[src/rtl/dm_codec_chain.sv]
// dm_codec_chain: delta-modulation encoder, mirror decoder and power-of-two
// moving-average filter, each stage qualified by its own valid strobe.
// Optional feature macro: ADAPTIVE_STEP_EN (run-length adaptive step size).
// Pipeline: input register -> encoder -> decoder -> filter, one stage per clock.
module dm_codec_chain #(
  parameter int WIDTH    = 8,
  parameter int STEP     = 1,
  parameter int STEP_MAX = 16,
  parameter int AVG_LOG2 = 2
) (
  input  logic                    CLK100MHZ,
  input  logic                    reset,
  input  logic                    start,
  input  logic signed [WIDTH-1:0] sample_in,
  input  logic                    sample_valid,
  output logic                    encoded_bit,
  output logic                    encoded_valid,
  output logic signed [WIDTH-1:0] decode_out,
  output logic                    decode_valid,
  output logic signed [WIDTH-1:0] filtered,
  output logic                    filtered_valid,
  output logic                    busy
);

  localparam int DEPTH = 1 << AVG_LOG2;
  localparam int SUM_W = WIDTH + AVG_LOG2;
  localparam logic [WIDTH-1:0] STEP_INIT = WIDTH'(STEP);
  localparam logic signed [WIDTH+1:0] ACC_MAX = (WIDTH+2)'((1 << (WIDTH-1)) - 1);
  localparam logic signed [WIDTH+1:0] ACC_MIN = -ACC_MAX - 1;
  localparam logic [AVG_LOG2:0] FILL_FULL = (AVG_LOG2+1)'(DEPTH);

  // Reject parameter sets the datapath cannot represent (elaboration only).
  if (STEP < 1 || STEP >= (1 << (WIDTH-1)) || STEP_MAX < STEP || AVG_LOG2 < 1) begin : g_param_check
    $error("dm_codec_chain: illegal parameter combination");
  end

  typedef enum logic {
    IDLE,
    RUN
  } state_t;

  state_t state;
  state_t state_next;
  logic   accept;

  // Stage 0: registered sample
  logic signed [WIDTH-1:0] s_data;
  logic                    s_valid;

  // Encoder internals
  logic signed [WIDTH-1:0] acc_e;
  logic                    enc_bit;
  logic [WIDTH-1:0]        step_e;
  logic [WIDTH-1:0]        step_d;

  // Filter internals
  logic signed [WIDTH-1:0] buffer [DEPTH];
  logic [AVG_LOG2-1:0]     wr_ptr;
  logic [AVG_LOG2:0]       fill;
  logic [AVG_LOG2:0]       fill_next;
  logic signed [SUM_W-1:0] sum;
  logic signed [SUM_W-1:0] sum_next;

  // Shared accumulator update: add or subtract the step, clamp instead of wrapping.
  function automatic logic signed [WIDTH-1:0] acc_update(
    input logic signed [WIDTH-1:0] acc,
    input logic [WIDTH-1:0]        step,
    input logic                    up
  );
    logic signed [WIDTH+1:0] wide;
    if (up)
      wide = {{2{acc[WIDTH-1]}}, acc} + {2'b00, step};
    else
      wide = {{2{acc[WIDTH-1]}}, acc} - {2'b00, step};
    if (wide > ACC_MAX)
      return WIDTH'(ACC_MAX);
    if (wide < ACC_MIN)
      return WIDTH'(ACC_MIN);
    return wide[WIDTH-1:0];
  endfunction

  // FSM state register
  always_ff @(posedge CLK100MHZ or negedge reset) begin
    if (!reset)
      state <= IDLE;
    else
      state <= state_next;
  end

  // FSM next state; a sample is taken only while already in RUN with start still high
  always_comb begin
    state_next = state;
    accept     = 1'b0;
    case (state)
      IDLE: begin
        if (start)
          state_next = RUN;
      end
      RUN: begin
        if (!start)
          state_next = IDLE;
        else
          accept = sample_valid;
      end
      default: state_next = IDLE;
    endcase
  end

  // Input register: captures accepted samples so the encoder sees a stable value
  always_ff @(posedge CLK100MHZ or negedge reset) begin
    if (!reset) begin
      s_data  <= '0;
      s_valid <= 1'b0;
    end else begin
      s_valid <= accept;
      if (accept)
        s_data <= sample_in;
    end
  end

  // Encoder decision: strictly greater gives a 1, equality gives a 0
  assign enc_bit = (s_data > acc_e);

  // Encoder: emit the bit and track the reconstruction the decoder will build
  always_ff @(posedge CLK100MHZ or negedge reset) begin
    if (!reset) begin
      encoded_bit   <= 1'b0;
      encoded_valid <= 1'b0;
      acc_e         <= '0;
    end else begin
      encoded_valid <= s_valid;
      if (s_valid) begin
        encoded_bit <= enc_bit;
        acc_e       <= acc_update(acc_e, step_e, enc_bit);
      end
    end
  end

`ifdef ADAPTIVE_STEP_EN
  localparam logic [WIDTH:0] STEP_CAP = (WIDTH+1)'(STEP_MAX);

  logic [1:0] run_e;
  logic [1:0] run_d;
  logic       prev_d;
  logic       same_e;
  logic       same_d;
  logic [1:0] run_e_next;
  logic [1:0] run_d_next;

  // Run length saturates at 3: anything from the third identical bit on doubles the step.
  function automatic logic [1:0] run_update(input logic [1:0] run, input logic same);
    if (!same)
      return 2'd1;
    if (run == 2'd3)
      return 2'd3;
    return run + 2'd1;
  endfunction

  // Step after applying a bit: back to base on a change, doubled (capped) on long runs.
  function automatic logic [WIDTH-1:0] step_update(
    input logic [WIDTH-1:0] step,
    input logic             same,
    input logic [1:0]       run
  );
    logic [WIDTH:0] doubled;
    doubled = {step, 1'b0};
    if (!same)
      return STEP_INIT;
    if (run != 2'd3)
      return step;
    if (doubled > STEP_CAP)
      return WIDTH'(STEP_CAP);
    return doubled[WIDTH-1:0];
  endfunction

  // A zero run length means no bit seen yet, so the first bit never counts as a repeat.
  assign same_e     = (run_e != 2'd0) && (enc_bit == encoded_bit);
  assign same_d     = (run_d != 2'd0) && (encoded_bit == prev_d);
  assign run_e_next = run_update(run_e, same_e);
  assign run_d_next = run_update(run_d, same_d);

  // Encoder step adaptation, advanced once per encoded bit
  always_ff @(posedge CLK100MHZ or negedge reset) begin
    if (!reset) begin
      run_e  <= 2'd0;
      step_e <= STEP_INIT;
    end else if (s_valid) begin
      run_e  <= run_e_next;
      step_e <= step_update(step_e, same_e, run_e_next);
    end
  end

  // Decoder step adaptation, driven only by the received bit stream
  always_ff @(posedge CLK100MHZ or negedge reset) begin
    if (!reset) begin
      run_d  <= 2'd0;
      prev_d <= 1'b0;
      step_d <= STEP_INIT;
    end else if (encoded_valid) begin
      run_d  <= run_d_next;
      prev_d <= encoded_bit;
      step_d <= step_update(step_d, same_d, run_d_next);
    end
  end
`else
  assign step_e = STEP_INIT;
  assign step_d = STEP_INIT;
`endif

  // Decoder: mirror accumulator, so decode_out trails acc_e by exactly one cycle
  always_ff @(posedge CLK100MHZ or negedge reset) begin
    if (!reset) begin
      decode_out   <= '0;
      decode_valid <= 1'b0;
    end else begin
      decode_valid <= encoded_valid;
      if (encoded_valid)
        decode_out <= acc_update(decode_out, step_d, encoded_bit);
    end
  end

  // Filter arithmetic: replace the oldest entry in the running sum
  always_comb begin
    sum_next  = sum + SUM_W'(decode_out) - SUM_W'(buffer[wr_ptr]);
    fill_next = (fill == FILL_FULL) ? fill : fill + (AVG_LOG2+1)'(1);
  end

  // Filter state: circular buffer, running sum, fill count and averaged output
  always_ff @(posedge CLK100MHZ or negedge reset) begin
    if (!reset) begin
      for (int i = 0; i < DEPTH; i++)
        buffer[i] <= '0;
      wr_ptr         <= '0;
      fill           <= '0;
      sum            <= '0;
      filtered       <= '0;
      filtered_valid <= 1'b0;
    end else begin
      filtered_valid <= 1'b0;
      if (decode_valid) begin
        buffer[wr_ptr] <= decode_out;
        wr_ptr         <= wr_ptr + AVG_LOG2'(1);
        sum            <= sum_next;
        fill           <= fill_next;
        filtered       <= WIDTH'(sum_next >>> AVG_LOG2);
        filtered_valid <= (fill_next == FILL_FULL);
      end
    end
  end

  // Busy covers RUN plus any stage still holding a sample; registered so it
  // drops one cycle after the final filter update
  always_ff @(posedge CLK100MHZ or negedge reset) begin
    if (!reset)
      busy <= 1'b0;
    else
      busy <= (state_next == RUN) || s_valid || encoded_valid || decode_valid;
  end

endmodule
[config.mk]
export PLATFORM = sky130hd
export DESIGN_NAME = dm_codec_chain
export DESIGN_NICKNAME = d
export VERILOG_FILES = /design/src/rtl/dm_codec_chain.sv
export SDC_FILE = /design/constraint.sdc
export NUM_CORES = 1
export LEC_CHECK = 0
export CAP_MARGIN = 20
export CORE_MARGIN = 1
export CORE_UTILIZATION = 30
export DETAILED_ROUTE_END_ITERATION = 12
export GPL_ROUTABILITY_DRIVEN = 1
export PLACE_DENSITY = 0.47
export SLEW_MARGIN = 10
export SYNTH_ARGS = -nofsm -noshare
export SYNTH_HDL_FRONTEND = slang
export SYNTH_SLANG_ARGS = --single-unit
[constraint.sdc]
create_clock -name CLK100MHZ -period 3.6 [get_ports CLK100MHZ]
set_input_delay 0.54 -clock CLK100MHZ [delete_from_list [all_inputs] [get_ports CLK100MHZ]]
set_output_delay 0.54 -clock CLK100MHZ [all_outputs]
set_load 0.05 [all_outputs]
==> results.toml, run 1 <==
[run_status]
outcome = "finished, final reports clean"

[setup_path]
regToRegEndpoint = "filtered[7]"
crit_start = "wr_ptr[0]"
cp_slowest_cell = "mux4_2"
start_kind = "register"
r2r_slack_ps = 190
critPathArrivalTime_ps = 3670
critPathMaxStageDelay_ps = 550
crit_top_cell = "o21ai_0"
critPathKind = "register to register"
crit_family = "adder cells"
cp.depth = 11
cp-end-kind = "register"
crit_path_max_fanout = 10
endpoint = "filtered[7]"
crit_chain = "buf_4 > mux4_2 > fa_1 > inv_1 > ha_1 > o21ai_0 > o21ai_0 > a211oi_2 > or3_1 > a21oi_1 > xnor2_1"
required_ps = 3860
reg2reg_from = "wr_ptr[0]"
rr_worst_depth = 11
crit_buf_inv = 2

[timing]
finClkSkew_ps = 5.98
holdWs_ps = 121
slew-limit-headroom_pct = 38.7
finalHoldViolCount = 0
finalCritPeriodShare_pct = 94.7
slew_violations = 0
worst_slew_pin_slew_ps = 916
fin_crit_ps = 3410
rsz0062_at_grt = "false"
max_freq_mhz = 293
setup_viol = 0
finalWorstSetupSlack_ps = 190

[synthesis]
ys_ff_latch = 78
synth.avg_cell_area_um2 = 9.82
ys_warn_count = 0
synth_cell_types = 46
syn_inst = 482
syn_nets = 545
async_reset_ff_share_pct = 100
netlist_area_um2 = 4730
synthFlopType = "dfrtp_1"
yosysSeqAreaShare_pct = 41.2
synth-edff-count = 0

[detailed_routing]
detail_route.vias_per_cell = 4.66
drt_pre_antenna_iters = 4
wl_met1_mm = 5.08
drt_iter0_drc = 139
wl_met3_um = 310
top_layer_used = "met4"
vias = 3427
wire_per_inst_um = 13.8
drt_wl_total_mm = 10.2
wl_met2_mm = 4.60
antenna_left = 0
drc = 0

[clocking]
clock_path_buffers = 2
cts-root-buf = "clkbuf_16"
numCtsBuffers = 9
cts.sinks = 78
clkTransAtPathRegs_ps = 60
htreeDepth = 3
clk_latency_ps = 340
ctsHoldBuffers = 0
cts_tree = "built"

[finish]
fill_cells = 1545
antenna_cells = 0
drive_above_1_share_pct = 12.4
final_cells = 736
final_nets = 583
syn_to_final_growth_pct = 19.9

[job]
maxCapViolCount = 0

[global_route]
grt_pass1_wl_mm = 17.6
gr-total-overflow = 0
gr-usage-all-layers_pct = 13.9
grt_max_degree = 79
first_global_vias = 3524
antenna_found_initial = 0

[floorplan]
initial_core_util_pct = 30.9
num_rows = 45
fp.coreArea_um2 = 15300
dieArea_um2 = 16300
io_pins = 33
dieWidth_um = 128
dieHeight_um = 128

[placed_design]
dpl.cell_count = 716
place.port_buffers = 32
routabilityCongestion = 0.835
dp_hpwl_mm = 7.42
preCtsSetupSlack_ps = -36.3

[hold_path]
hp-class = "input pin to async pin"
[timing repair]
action | 4_1_cts | 5_1_grt
pin swaps | 0 | 3
setup buffers | 0 | 2
setup endpoints to repair | 4 | 8
gates resized for setup | 1 | 9
gates cloned | 0 | 1
[registers in the layout, indices dropped and copies added (netlist names)]
register,count
filtered,8
sum,2
buffer,32
fill,3
state,1
acc_e,8
busy,1
filtered_valid,1
decode_valid,1
encoded_valid,1
wr_ptr,2
s_valid,1
encoded_bit,1
s_data,8
decode_out,8
[how the worst min path moves through the flow]
stage	slack, ps	cells after the start	endpoint
final	120	1	filtered[0]
after CTS	410	1	filtered[0]
after floorplan	240	0	acc_e[0]
after detailed placement	470	2	buffer[5]
after global placement	460	2	buffer[24]
after global routing	140	1	buffer[2]
[area by class of cell]
type	count	area, µm²	area share, %
multi-input combinational	327	2500	44.1
sequential	78	1950	34.4
timing repair buffer	48	455	8.02
clock buffer	10	229	4.03
tap	211	264	4.65
inverter	56	210	3.70
clock inverter	6	62.6	1.10
[metal layers]
metal / GRT usage, % / vias to the layer above
met3: 3.18 / 13
li1: - / 1725
met2: 22.1 / 50
met4: 5.33 / 0
met1: 18.6 / 1639
met5: 0 / -
[cells by family after synthesis]
group	Yosys count	share of synthesized area (%)
muxes	22	7.06
adders and majority gates	53	15.6
buffers and inverters	77	6.82
xor gates and xnor gates	14	2.75
and+or+nand+nor	99	9.09
DFF	78	41.2
AOI/OAI and AO/OA	139	17.4
[stage by stage]
| stage | setup TNS [ps] | util [%] | instance area [µm²] |
|---|---|---|---|
| 2_1_floorplan | 0 | - | 4740 |
| 3_3_place_gp | 0 | 34.6 | 5300 |
| 3_5_place_dp | -36.3 | 34.6 | 5300 |
| 4_1_cts | 0 | 36.5 | 5600 |
| 5_1_grt | 0 | 37.1 | 5680 |
| 6_report | 0 | 37.1 | 5680 |
[layout by cell type (no fill, tap or decap), types with 2 or more instances in the layout]
cell	n
clkinvlp_4	3
nand3b_1	2
o21ai_0	56
nand3_1	3
maj3_1	2
ha_1	40
buf_4	15
nor2_1	23
fa_1	10
o21a_1	10
xor2_1	2
or3_1	2
nand2_1	54
o21ai_1	2
nand2b_1	2
clkbuf_16	9
o31ai_1	2
clkdlybuf4s50_1	31
a21oi_1	25
nor3_1	2
dfrtp_1	78
o22ai_1	11
nor2b_1	5
inv_1	55
a211o_1	2
mux2i_1	3
a21o_1	6
nand4_1	2
clkinv_2	2
a21oi_2	4
xnor2_1	10
mux2_2	11
a21boi_0	4
mux4_2	8
o211ai_1	3
a211oi_1	4
[worst register-to-register path: cells and delay by family (launching register included)]
family	cells	cell delay, ps
AOI/OAI and AO/OA	4	790
xor gates and xnor gates	1	130
adders and majority gates	2	790
buffers and inverters	2	290
DFF	1	410
muxes	1	550
and+or+nand+nor	1	390
[synth_stat cells (3+ instances only)]
cell,count,share of area [%]
dfrtp_1,78,41
o21ai_0,57,6.0
inv_1,55,4.4
nand2_1,54,4.3
ha_1,40,11
a21oi_1,29,3.1
nor2_1,23,1.8
clkbuf_1,12,0.95
fa_1,11,4.7
mux2_2,11,2.6
o22ai_1,11,1.5
o21a_1,10,1.6
xnor2_1,10,1.8
buf_4,8,1.3
mux4_2,8,3.8
a21o_1,6,0.95
a211oi_1,5,0.79
nor2b_1,5,0.66
a21boi_0,4,0.63
mux2i_1,3,0.63
nand3_1,3,0.32
o211ai_1,3,0.48
xor2_1,3,0.56
Power of run 1 is left out: the tool's default activity adds up to more than one toggle a clock period on the data nets, which glitch-free logic cannot reach.
==> run 2, diff against run 1 <==
--- a/config.mk
+++ b/config.mk
@@ -9,8 +9,9 @@
 export CORE_MARGIN = 1
 export CORE_UTILIZATION = 30
 export DETAILED_ROUTE_END_ITERATION = 12
+export DONT_BUFFER_PORTS = 1
 export GPL_ROUTABILITY_DRIVEN = 1
-export PLACE_DENSITY = 0.47
+export PLACE_DENSITY = 0.44
 export SLEW_MARGIN = 10
 export SYNTH_ARGS = -nofsm -noshare
 export SYNTH_HDL_FRONTEND = slang
==> run 2 against run 1 <==
  * Routed wire length grew 1.5%
  * Non-clock buffer count down 25
  * Sequential share of layout area increased by 1.4 points
  * Design area decreased by 3.8%
  * Worst setup slack gained 12 ps
  * Critical path depth up 6
==> results.toml, run 2 (synthesis results as in run 1) <==
[clocking]
clk_latency_ps = 340
clock_path_buffers = 2
clkTransAtPathRegs_ps = 60
cts_tree = "built"
htreeDepth = 3
cts-root-buf = "clkbuf_16"
numCtsBuffers = 9
cts.sinks = 78

[detailed_routing]
vias = 3363
wl_met2_mm = 4.60
wl_met1_mm = 5.14
drt_iter0_drc = 143
drt_pre_antenna_iters = 4
top_layer_used = "met4"
drt_wl_total_mm = 10.3
detail_route.vias_per_cell = 4.73
antenna_left = 0
wire_per_inst_um = 14.5
drc = 0
wl_met3_um = 433

[global_route]
gr-usage-all-layers_pct = 14.2
gr-total-overflow = 0
antenna_found_initial = 0
grt_max_degree = 79
grt_pass1_wl_mm = 17.8
first_global_vias = 3426

[finish]
syn_to_final_growth_pct = 15.3
final_common_cell = "dfrtp_1"
final_cell_mix = "dfrtp_1, o21ai_0, inv_1, nand2_1, ha_1"
largest-register = "buffer"
final_nets = 558
antenna_cells = 0
fin_area_um2 = 5460
fill_cells = 1592
largest_reg_flops = 32
drive_above_1_share_pct = 14.6

[setup_path]
critPathArrivalTime_ps = 3600
crit_path_max_fanout = 6
cp_slowest_cell = "dfrtp_1"
critPathMaxStageDelay_ps = 390
cp-end-kind = "register"
rr_worst_depth = 17
required_ps = 3800
reg2reg_from = "acc_e[1]"
crit_chain = "inv_2 > ha_1 > nor2b_1 > o21a_1 > o21a_1 > o21bai_1 > a21oi_2 > a21oi_2 > buf_4 > ha_2 > and3_4 > a221oi_4 > a21oi_2 > xor2_2 > buf_4 > a21oi_1 > o22ai_1"
crit_top_cell = "a21oi_2"
critPathKind = "register to register"
start_kind = "register"
r2r_slack_ps = 200
regToRegEndpoint = "acc_e[1]"

[floorplan]
fp.coreArea_um2 = 15300
dieArea_um2 = 16300
num_rows = 45
initial_core_util_pct = 30.9
io_pins = 33
dieHeight_um = 128
dieWidth_um = 128

[placed_design]
place.port_buffers = 0
place_area_um2 = 5020
dp_hpwl_mm = 7.45
routabilityCongestion = 0.744

[timing]
fin_crit_ps = 3400
max_freq_mhz = 294
finClkSkew_ps = 7.89
slew-limit-headroom_pct = 36.2
slew_violations = 0
finalHoldViolCount = 0
rsz0062_at_grt = "false"
worst_slew_pin_slew_ps = 952
setup_viol = 0
finalCritPeriodShare_pct = 94.4

[hold_path]
hp-class = "input pin to async pin"

[run_status]
outcome = "finished, final reports clean"

[job]
maxCapViolCount = 0
[run 2: cell types whose count changed in the layout (fill, tap and decap cells not counted), sizes merged]
cell and change:
buf +6, bufinv +1, inv +1, clkdlybuf4s50 -31, clkinvlp -2
[run 2: layout make-up]
class | instances | area (µm²) | area share, %
Timing Repair Buffer | 23 | 193 | 3.53
Tap cell | 211 | 264 | 4.84
Sequential cell | 78 | 1950 | 35.8
Multi-Input combinational cell | 327 | 2520 | 46.1
Inverter | 56 | 210 | 3.85
Clock inverter | 6 | 93.8 | 1.72
Clock buffer | 10 | 229 | 4.20
[run 2: worst max path at each step]
stage / start / to / slack (ps) / cells after the start
3_3_place_gp: acc_e[1] / acc_e[0] / -220 / 15
2_1_floorplan: wr_ptr[0] / filtered[7] / 90 / 11
6_report: acc_e[1] / acc_e[1] / 200 / 17
5_1_grt: acc_e[1] / acc_e[6] / 9 / 17
4_1_cts: acc_e[1] / acc_e[4] / 110 / 16
3_5_place_dp: acc_e[1] / acc_e[2] / -410 / 15
[run 2: repair_timing]
action | CTS | global route
pin swaps | 2 | 2
setup endpoints to repair | 7 | 9
setup buffers | 4 | 0
endpoints found under the hold margin | 78 | 0
hold buffers | 1 | 0
gates resized for setup | 2 | 11
[run 2: metrics by stage]
stage | hold slack (ps) | worst slack [ps] | TNS (ps) | cells | utilization (%)
after floorplan | 244 | 90.7 | 0 | 482 | -
after global placement | 248 | -220 | -1160 | 690 | 32.8
after detailed placement | 249 | -408 | -2430 | 690 | 32.8
after CTS | 107 | 106 | 0 | 711 | 35.4
after global routing | 121 | 9.18 | 0 | 711 | 35.6
final | 62.5 | 202 | 0 | 711 | 35.6
[run 2: worst max-delay path: cells and delay by family, from the launching register on]
kind | cells | cell delay (ps)
buf+inv | 3 | 400
xor+xnor | 1 | 210
fa+ha+maj | 2 | 540
compound gates | 9 | 1390
flops | 1 | 390
simple gates | 2 | 320
[run 2: per-layer routing]
| layer | up-vias | global-route usage [%] |
|---|---|---|
| li1 | 1690 | - |
| met1 | 1606 | 19.0 |
| met2 | 59 | 22.1 |
| met3 | 8 | 3.89 |
| met4 | 0 | 4.57 |
| met5 | - | 0 |
Power of run 2 is left out for the same reason.
